### config.mk
export PLATFORM = sky130hd
export DESIGN_NAME = vec_addsub_pipe
export DESIGN_NICKNAME = d
export VERILOG_FILES = /design/src/rtl/vec_addsub_pipe.sv
export SDC_FILE = /design/constraint.sdc
export NUM_CORES = 1
export LEC_CHECK = 0
export CORE_MARGIN = 5
export CORE_UTILIZATION = 47
export CTS_CLUSTER_SIZE = 30
export DETAILED_ROUTE_END_ITERATION = 8
export PLACE_DENSITY_LB_ADDON = 0.08
export SLEW_MARGIN = 40
export SYNTH_ARGS = -nofsm -noshare
export SYNTH_HDL_FRONTEND = slang
export SYNTH_SLANG_ARGS = --single-unit
### constraint.sdc
create_clock -name i_clk -period 3.6 [get_ports i_clk]
set_input_delay 0.72 -clock i_clk [delete_from_list [all_inputs] [get_ports i_clk]]
set_output_delay 0.72 -clock i_clk [all_outputs]
set_load 0.1 [all_outputs]
### src/rtl/vec_addsub_pipe.sv
// Elastic vector add/subtract pipeline: per-lane wrap/saturating A+/-B with overflow flags,
// STAGES bubble-collapsing register stages under a vld/rdy handshake.
`ifndef MAX_EMBEDDING_DIM
`define MAX_EMBEDDING_DIM 4
`endif
`ifndef INTEGER_WIDTH
`define INTEGER_WIDTH 8
`endif

module vec_addsub_lane #(
    parameter int DATA_WIDTH = 8
) (
    input  logic [DATA_WIDTH-1:0] i_a,
    input  logic [DATA_WIDTH-1:0] i_b,
    input  logic                  i_sub,
    input  logic                  i_sat,
    output logic [DATA_WIDTH-1:0] o_res,
    output logic                  o_ovf
);
    localparam int W = DATA_WIDTH;

    logic [W:0] w_a_ext;
    logic [W:0] w_b_ext;
    logic [W:0] w_exact;

    assign w_a_ext = {i_a[W-1], i_a};
    assign w_b_ext = {i_b[W-1], i_b};
    assign w_exact = i_sub ? (w_a_ext - w_b_ext) : (w_a_ext + w_b_ext);

    // One extra bit holds the exact result; overflow iff the top two bits disagree.
    assign o_ovf = w_exact[W] ^ w_exact[W-1];

    always_comb begin
        o_res = w_exact[W-1:0];
        if (i_sat && o_ovf)
            o_res = w_exact[W] ? {1'b1, {(W-1){1'b0}}} : {1'b0, {(W-1){1'b1}}};
    end
endmodule

module vec_addsub_pipe #(
    parameter int VEC_LEN    = `MAX_EMBEDDING_DIM,
    parameter int DATA_WIDTH = `INTEGER_WIDTH,
    parameter int STAGES     = 2
) (
    input  logic                                 i_clk,
    input  logic                                 i_rst,
    input  logic                                 i_vld_in,
    output logic                                 o_rdy_out,
    input  logic [VEC_LEN-1:0][DATA_WIDTH-1:0]   i_a_in,
    input  logic [VEC_LEN-1:0][DATA_WIDTH-1:0]   i_b_in,
    input  logic                                 i_sub_in,
    input  logic                                 i_sat_in,
    output logic                                 o_vld_out,
    input  logic                                 i_rdy_in,
    output logic [VEC_LEN-1:0][DATA_WIDTH-1:0]   o_sum,
    output logic [VEC_LEN-1:0]                   o_ovf
);
    logic [VEC_LEN-1:0][DATA_WIDTH-1:0]              w_lane_sum;
    logic [VEC_LEN-1:0]                              w_lane_ovf;

    logic [STAGES:1]                                 r_vld_pipe;
    logic [STAGES:1][VEC_LEN-1:0][DATA_WIDTH-1:0]    r_sum;
    logic [STAGES:1][VEC_LEN-1:0]                    r_ovf;

    logic [STAGES:1]                                 w_load;
    logic                                            w_unload;
    logic [STAGES:1]                                 w_src_vld;
    logic [STAGES:1][VEC_LEN-1:0][DATA_WIDTH-1:0]    w_src_sum;
    logic [STAGES:1][VEC_LEN-1:0]                    w_src_ovf;

    for (genvar i = 0; i < VEC_LEN; i++) begin : g_lane
        vec_addsub_lane #(.DATA_WIDTH(DATA_WIDTH)) u_lane (
            .i_a   (i_a_in[i]),
            .i_b   (i_b_in[i]),
            .i_sub (i_sub_in),
            .i_sat (i_sat_in),
            .o_res (w_lane_sum[i]),
            .o_ovf (w_lane_ovf[i])
        );
    end

    // Stage k's source is stage k-1; stage 1 takes the freshly computed lane results.
    for (genvar k = 1; k <= STAGES; k++) begin : g_src
        if (k == 1) begin : g_first
            assign w_src_vld[k] = i_vld_in;
            assign w_src_sum[k] = w_lane_sum;
            assign w_src_ovf[k] = w_lane_ovf;
        end else begin : g_rest
            assign w_src_vld[k] = r_vld_pipe[k-1];
            assign w_src_sum[k] = r_sum[k-1];
            assign w_src_ovf[k] = r_ovf[k-1];
        end
    end

    // Ready ripples back from the output: a stage loads if empty or if its successor takes it.
    always_comb begin
        w_load   = '0;
        w_unload = i_rdy_in;
        for (int k = STAGES; k >= 1; k--) begin
            w_load[k] = !r_vld_pipe[k] || w_unload;
            w_unload  = w_load[k];
        end
    end

    always_ff @(posedge i_clk) begin
        if (!i_rst) begin
            r_vld_pipe <= '0;
            r_sum      <= '0;
            r_ovf      <= '0;
        end else begin
            for (int k = 1; k <= STAGES; k++) begin
                if (w_load[k]) begin
                    r_vld_pipe[k] <= w_src_vld[k];
                    if (w_src_vld[k]) begin
                        r_sum[k] <= w_src_sum[k];
                        r_ovf[k] <= w_src_ovf[k];
                    end
                end
            end
        end
    end

    assign o_rdy_out = w_load[1];
    assign o_vld_out = r_vld_pipe[STAGES];
    assign o_sum     = r_sum[STAGES];
    assign o_ovf     = r_ovf[STAGES];
endmodule

# [After elaboration in Yosys (flattened, before gate mapping)]
# Cells that the tools add are included.
[word_totals] reg_bits=74 latchBits=0 mem_bits_rw=0 romBits=0 out_inout_bits=38 wordCells=46 mem_count=0
[classes] n_addsub=8 multipliers=0 div_mod_pow=0 order_cmp=0 n_eq_ne=0 shift=0 n_mux=12 n_bitwise=4 n_reduce_logical=10
[ops] operator="$mux 8" count=8
[ops] operator="$add 8x8->9" count=4
[ops] operator="$mux 9" count=4
[ops] operator="$sub 8x8->9" count=4
[ops] operator="$logic_and 1x1->1" count=4
[ops] operator="$reduce_and 2->1" count=2
[ops] operator="$xor 1x1->1" count=4
[ops] operator="$logic_not 1->1" count=2
[ops] operator="$logic_or 1x1->1" count=2

# [Longest topological paths before layout]
[depth] depth_word=5 mapped_depth=13

# [By module]
# From an unflattened synthesis, not the netlist that was laid out.
[unflattened] hier_cells=746 hier_area_um2=5995.8
[by_module_without_submodules] mod="vec_addsub_pipe" n_inst=1 cells_per_inst=366 area_per_inst_um2=3178.0
[by_module_without_submodules] mod="vec_addsub_lane" n_inst=4 cells_per_inst=95 area_per_inst_um2=704.4

# [Least setup slack after synthesis]
# No wires, ideal clock.
[synth_path] path_type="in2reg" startpoint="input i_sub_in" endpoint="register r_sum[16] (netlist bit)" setup_time_ps=141 arrival_ps=3539 required_time_ps=3459 setup_slack_ps=-81 path_stages=12 path_buffers=3 cell_sequence="buf_2 > clkbuf_1 > buf_1 > nor2_1 > xnor2_1 > ha_1 > or2_1 > and3_1 > a221o_1 > xor2_1 > a31oi_1 > a211oi_1"
[synth_between] elab_chain_len=4 elab_cells_between_ends=5
[synth_lines] element="from (decl)" line="51" source="input logic i_sub_in,"
[synth_lines] element="$mux 9 (*)" line="28" source="assign w_exact = i_sub ? (w_a_ext - w_b_ext) : (w_a_ext + w_b_ext);"
[synth_lines] element="$xor 1x1->1" line="31" source="assign o_ovf = w_exact[W] ^ w_exact[W-1];"
[synth_lines] element="$logic_and 1x1->1" line="35" source="if (i_sat && o_ovf)"
[synth_lines] element="$mux 8 (*)" line="35"
[synth_lines] element="to (signal, indexed assignment)" line="115" source="r_sum[k] <= w_src_sum[k];"
[synth_lines] element="to (decl)" line="62" source="logic [STAGES:1][VEC_LEN-1:0][DATA_WIDTH-1:0] r_sum;"
# Mark *: on every way between the ends. The rest lies on a longest branch, timed or not.
# A chain may end at the register's enable or synchronous reset.

# [Final worst setup path]
[layout_path] startpoint="input i_b_in[19] (netlist bit)" endpoint="register r_sum[17] (netlist bit)"
[layout_between] elab_chain_len=5 elab_cells_between_ends=7
[layout_lines] element="from (decl)" line="50" source="input logic [VEC_LEN-1:0][DATA_WIDTH-1:0] i_b_in,"
[layout_lines] element="$add 8x8->9 or $sub 8x8->9 (tied branches)" line="28"
[layout_lines] element="$mux 9 (*)" line="28"
[layout_lines] element="$xor 1x1->1" line="31"
[layout_lines] element="$logic_and 1x1->1" line="35"
[layout_lines] element="$mux 8 (*)" line="35"
# Marks and branches as above.

==> results.md <==
Status:
- The run finished with clean final reports.

Synth:
- Each instance of the synthesized netlist takes up on average 8.00 µm².
- The cell count after synthesis is just over 600.
- Ranked by total cell area, the synthesized netlist is headed by dfxtp_1 30%, ha_1 9.0%, xnor2_1 7.2%.
- Yosys printed 0 warnings.
- The synthesized netlist occupies a cell area of 4990 µm².
- The unique cell type count in the Yosys netlist is 52.
- The largest area contributor in the synthesized netlist is dfxtp_1.
- Synthesis produced a netlist with a net count of around 730.
- Counting flops with an async set or reset pin after synthesis yields a share of 0%.
- Among all flip-flop cells after synthesis, the most frequent one is dfxtp_1.
- The total of flip-flops plus latches after synthesis is 74.
- The synthesized design contains 0 enable-type register cells.
- The most repeated cell in the gate-level netlist after synthesis is nand2_1.
- The commonest cells after synthesis are 85 x nand2_1, 76 x nor2_1, 74 x dfxtp_1.
- After synthesis, flip-flops and latches occupy approximately 30% of the total area.
- Of the post-synthesis cell area, the dominant cell type holds between 20% and 30%.

Finish:
- The repair_antennas step left the layout with diodes totalling 0.
- In the final layout, the share of cells above drive strength 1 is between 10% and 20%.
- The final layout contains a little under 900 nets.
- The cell area after layout is about 6500 µm².
- The post-route non-filler standard cell count is 902.
- The filler cells instantiated in the layout total between 900 and 1k.
- Across the whole layout, storage elements account for ~1500 µm².
- In the final layout, the multi-input gates occupy approximately 3100 µm².
- From synthesis to final layout, the design area changed by 30.5%.

Pwr:
- The static leakage is 2.80 nW.
- The share of total power dissipated in combinational logic is a little over two fifths.
- The ratio of total power to cell area is 398 nW/µm².
- The net switching power figure is 0.922 mW.
- The worst-case IR drop observed on VDD is roughly 0.21 mV.
- The total power consumption of the routed design is roughly 2.6 mW.
- The power share of the clock group is between 20% and 30%.
- The internal power is roughly 1.7 mW.
- Net switching is a little over a third of the power.
- Of the total power, registers draw 36.8%.

Placed design:
- The cell total after placement is just under 900.
- The final RePlAce weighted congestion is roughly 0.82.
- Buffers placed on the I/O ports in this run total roughly 110.
- In this run the cell area measured after placement is 6280 µm².
- The HPWL reported at the end of detailed placement is between 9000 and 10000 µm.

STA:
- The setup TNS is 0 ns.
- The final hold violation count is 0.
- The clock period minus final worst setup slack is between 3 and 4 ns.
- The number of max-slew violations in the final report came to 0.
- The smallest hold slack is 0.452 ns.
- The pin slew with the least headroom to its limit is 0.569 ns.
- The headroom to the max-slew limit is 62.0%.
- Between clock sinks in the finished design, the worst skew comes to between 0.005 and 0.006 ns.
- Based on the critical path, the design can be clocked at up to approximately 0.28 GHz.
- The count of endpoints failing setup in the final report is 0.
- The portion of the clock cycle consumed by the worst path in the final layout is between 90% and 100%.

Die:
- The starting density of the core is 48.3%.
- The floorplan step set the die width to roughly 110 µm.
- The I/O pin count is between 100 and 150.
- The placeable core region is around 10000 µm².
- From bottom edge to top edge, the die measures 113 µm.
- Row generation in the floorplan step produced 37 rows.
- The full die area is ~13000 µm².

Worst setup path:
- The start point of the critical path is i_b_in[19].
- The critical path goes through clkdlybuf4s50_1 > or4_1 > nor2_2 > nor2_1 > xnor2_1 > ha_1 > or2_1 > and3_1 > a221o_1 > xor2_2 > o31ai_2 > buf_4 > a211oi_1.
- In this run the critical register-to-register path is launched from r_vld_pipe[2].
- STA classifies the critical path endpoint as a flop.
- In this run the worst path has a maximum fanout of 7.
- The nature of the critical path startpoint is a primary input.
- The cell with the biggest individual delay on the critical path is or4_1.
- At the worst endpoint, the required time is slightly below 4 ns.
- The type of the worst setup path is in -> reg.
- The worst path arrival time is between 3 and 4 ns.
- The delay contributed by the slowest stage of the critical path is 0.55 ns.

CTS:
- The deepest clock path buffer count is 2.
- CTS placed an instance of clkbuf_8 at the clock tree root.
- Counting the buffers created by CTS gives 9.
- The number of hold buffers added after CTS was 0.
- The clock transition at the registers of the reported paths is around 0.070 ns.
- In this run the number of H-tree levels came out at 3.
- The source-to-sink clock delay at the later pin of the worst-skew pair is ~0.33 ns.
- CTS saw 74 sinks.
- TritonCTS built the clock tree.

Drt:
- Using the TritonRoute via totals, the vias-per-cell ratio works out to approximately 5.0.
- The final routed wire length divided by cell count is around 13 µm.
- The number of antenna-violating nets in the routed design is 0.
- For this block, the via count after detailed routing is about 4.5k.
- The number of optimization iterations in the first detailed-route pass is 4.
- The number of remaining DRC errors is 0.
- After the first detailed-routing iteration, the DRC count stood at about 190.
- The final layout contains routed wiring with a total length of between 10000 and 15000 µm.

GRT:
- The pin count of the biggest net entering global routing is 40.
- The number of antenna violations at the first check in global routing is 0.
- The residual overflow from global routing is 0.
- The number of global-route vias before repair came to 4412.
- The global-route wire length before repair is 20100 µm.
- The total track usage is between 10% and 20%.

Worst hold path:
- The startpoint of the worst hold path is o_sum[4].
- The type of the most critical hold path is reg -> reg.

Job:
- Max-cap violations in this run came to 0.
==> cells by family after synthesis <==
family | count (synthesis) | synth area share (%)
adder cells (fa/ha/maj) | 40 | 10.6
AO/OA/AOI/OAI | 148 | 19.4
AND/OR/NAND/NOR | 214 | 18.9
flip-flops | 74 | 29.7
buffers and inverters | 79 | 8.71
XOR/XNOR | 63 | 11.6
multiplexers | 5 | 1.00
==> per-layer routing <==
| layer | GRT usage [%] | vias up | part of all wire (%) |
|---|---|---|---|
| li1 | - | 2393 | - |
| met2 | 28.4 | 95 | 43 |
| met4 | 4.81 | 0 | 1.0 |
| met1 | 27.1 | 2028 | 51 |
| met5 | 0 | - | 0 |
| met3 | 3.10 | 9 | 4.8 |
==> critical path: cells and delay by family <==
kind / cells / cell delay [ns]
simple gates: 5 / 1.18
compound gates: 3 / 0.64
buf+inv: 2 / 0.59
xor+xnor: 2 / 0.35
fa+ha+maj: 1 / 0.29
==> state kept, by name, indices dropped and copies added (netlist names) <==
signal,cells
r_ovf,4
r_vld_pipe,2
r_sum,32
o_ovf,4
o_sum,32
==> worst paths after layout <==
path | end | slack, ns | cells after the start
min reg2reg | o_sum[4] | 0.45 | 2
min | o_sum[4] | 0.45 | 2
max | r_sum[17] | 0.08 | 13
max reg2reg | r_ovf[0] | 1.61 | 7
==> cell type report <==
class / count / area share (%)
sequential: 74 / 22.8
inverter: 21 / 1.21
timing repair buffer: 185 / 22.8
clock buffer: 13 / 2.29
tap: 136 / 2.61
clock inverter: 3 / 0.231
multi-input combinational: 470 / 48.1
==> power groups by stage <==
stage               combinational (mW)  clock (mW)  sequential [mW]
floorplan                        0.729           0            0.957
global placement                  1.08           0            0.967
detailed placement                1.09           0            0.969
CTS                               1.09       0.548            0.951
global route                      1.22       0.590            0.961
finish                            1.11       0.530            0.952
==> metrics by stage <==
| step | setup WS [ns] | util [%] |
|---|---|---|
| final | 0.0781 | 63.0 |
| after global routing | -0.0225 | 63.0 |
| after CTS | 0.0506 | 62.5 |
| after detailed placement | -0.447 | 60.9 |
| after global placement | -0.327 | 62.7 |
| after floorplan | 0.0453 | - |
==> repair_timing <==
action / 4_1_cts / 5_1_grt
endpoints found under the hold margin: 0 / 0
buffers inserted: 0 / 0
resized for setup: 1 / 8
pin swaps: 0 / 3
setup endpoints to repair: 7 / 22
==> cells in the final DEF, fill, tap and decap left out, types with 3 or more instances in the layout <==
cell type	instances
a211oi_1	31
a21o_1	8
a21oi_1	59
a31oi_1	6
and3_1	4
buf_2	37
buf_4	78
clkbuf_1	3
clkbuf_8	10
clkdlybuf4s50_1	69
clkinv_2	3
dfxtp_1	74
fa_1	4
ha_1	36
inv_1	21
mux2i_1	5
nand2_1	85
nand2b_1	17
nand3_1	6
nor2_1	75
nor3_1	7
o21ai_0	17
o22ai_1	3
o31ai_2	4
xnor2_1	40
xor2_1	19
(Power assumes the default switching activity.)
==> edit (same flow settings) <==
`STAGES`: 2 -> 4.
--- a/src/rtl/vec_addsub_pipe.sv
+++ b/src/rtl/vec_addsub_pipe.sv
@@ -40,7 +40,7 @@
 module vec_addsub_pipe #(
     parameter int VEC_LEN    = `MAX_EMBEDDING_DIM,
     parameter int DATA_WIDTH = `INTEGER_WIDTH,
-    parameter int STAGES     = 2
+    parameter int STAGES     = 4
 ) (
     input  logic                                 i_clk,
     input  logic                                 i_rst,
Behaviour: not the same (Yosys sat finds a counterexample within 4 cycles, from zero or initial values and one cycle with i_rst low).
==> edit against the unedited design <==
  * Cell area up 44%
  * Routed wire length is 38% higher
  * Worst setup slack better by 270 ps
  * Hold slack got worse by 3.0 ps
  * Sequential cell count rose by 74
  * Clock skew is essentially flat
  * Power grew 75%
  * Synthesized area increased by 52%
  * Global-route usage decreased by 0.90 points
  * Critical path type unchanged
  * Critical endpoint is now r_sum[8]
==> edit: results <==
{
  "post_cts_resized": 0,
  "wl_met1_um": 8630,
  "routedWlPerCell_um": 12.5,
  "vdd_drop_max_v": 0.000213,
  "placement.cell_area_sq_mm": 0.00871,
  "crit_arrival_ps": 3530,
  "crit_slowest_cell": "a31oi_1",
  "wl_met3_um": 794,
  "firstDrtPassIters": 4,
  "status": "complete, no violations",
  "ff_latch_area_sq_mm": 0.00296,
  "drv_cap": 0,
  "synthTopCellsByArea": "dfxtp_1, nand2_1, a21oi_1, ha_1, xnor2_1",
  "hold_path_class": "flop to flop",
  "clockBufferDepth": 2,
  "met2_usage": 0.256,
  "ctsHtreeMaxLevel": 4,
  "power.leakage_uw": 0.00362,
  "met1_usage": 0.263,
  "top_layer_used": "met4",
  "drive_above_1_share": 0.124,
  "fin_nets": 1168,
  "insertion_delay_ps": 410,
  "ys.flop_type": "dfxtp_1",
  "route.met2.wl_um": 6510,
  "synthTopCellsByCount": "nand2_1, dfxtp_1, a21oi_1",
  "relSlewSlack": 0.579,
  "clock-root-buffer": "clkbuf_16",
  "drt_iter0_drc": 279,
  "port_buffers": 107,
  "grt_use_met3": 0.0404,
  "yosysWarningCount": 0,
  "max_stage_delay_ps": 520,
  "fillers": 1469,
  "yosysSeqAreaShare": 0.391,
  "grt_max_degree": 39,
  "via_per_inst": 4.92,
  "grt.total_usage": 0.177,
  "cts_made_buffers": 17,
  "fin_skew_ps": 5.97,
  "largest_reg_flops": 96,
  "clk_pin_slew_worst_paths_ps": 60,
  "n_antenna_cell": 0,
  "place_congestion": 0.823,
  "synth_cells": 966,
  "cpLargestDelayFamily": "compound AO/OA/AOI/OAI gates",
  "antenna_found_initial": 0,
  "grt_pass1_vias": 5930,
  "synth_fp_nets": 1076,
  "post_cts.repair.setup_buffers": 0,
  "async_reset_ff_frac": 0,
  "worstPathMaxFanout": 7,
  "grt_pass1_wl_um": 27600,
  "dpl.hpwl_um": 12200,
  "post-place-ws_ps": -155,
  "ys_types": 49,
  "top_register": "r_sum",
  "fin_cells": 1287
}
-- edit: cell families after synthesis --
logic type | synth area share
adders and majority gates | 0.0700
and+or+nand+nor | 0.198
buffers and inverters | 0.0753
xor gates and xnor gates | 0.0716
muxes | 0.00792
AOI/OAI and AO/OA | 0.186
DFF | 0.391
-- edit: final timing paths --
kind                 startpoint  endpoint  slack (ps)  cells after the start
setup / recovery      i_b_in[9]  r_sum[8]         340                     11
hold / removal        r_sum[70]  o_sum[6]         450                      2
setup reg to reg  r_vld_pipe[4]  r_sum[0]        1370                      6
hold reg to reg       r_sum[70]  o_sum[6]         450                      2
-- edit: cell type report --
cell class	instances	share of cell area
inverter	25	0.0100
clock buffer	19	0.0474
sequential	148	0.317
timing repair buffer	157	0.142
multi-input combinational	709	0.435
tap	216	0.0289
clock inverter	13	0.0195
-- edit: where the power goes --
part	internal, uW	total (uW)	switching, uW
logic	438	913	475
clock network	1180	1830	658
registers	1730	1780	48.2
total	3340	4520	1180
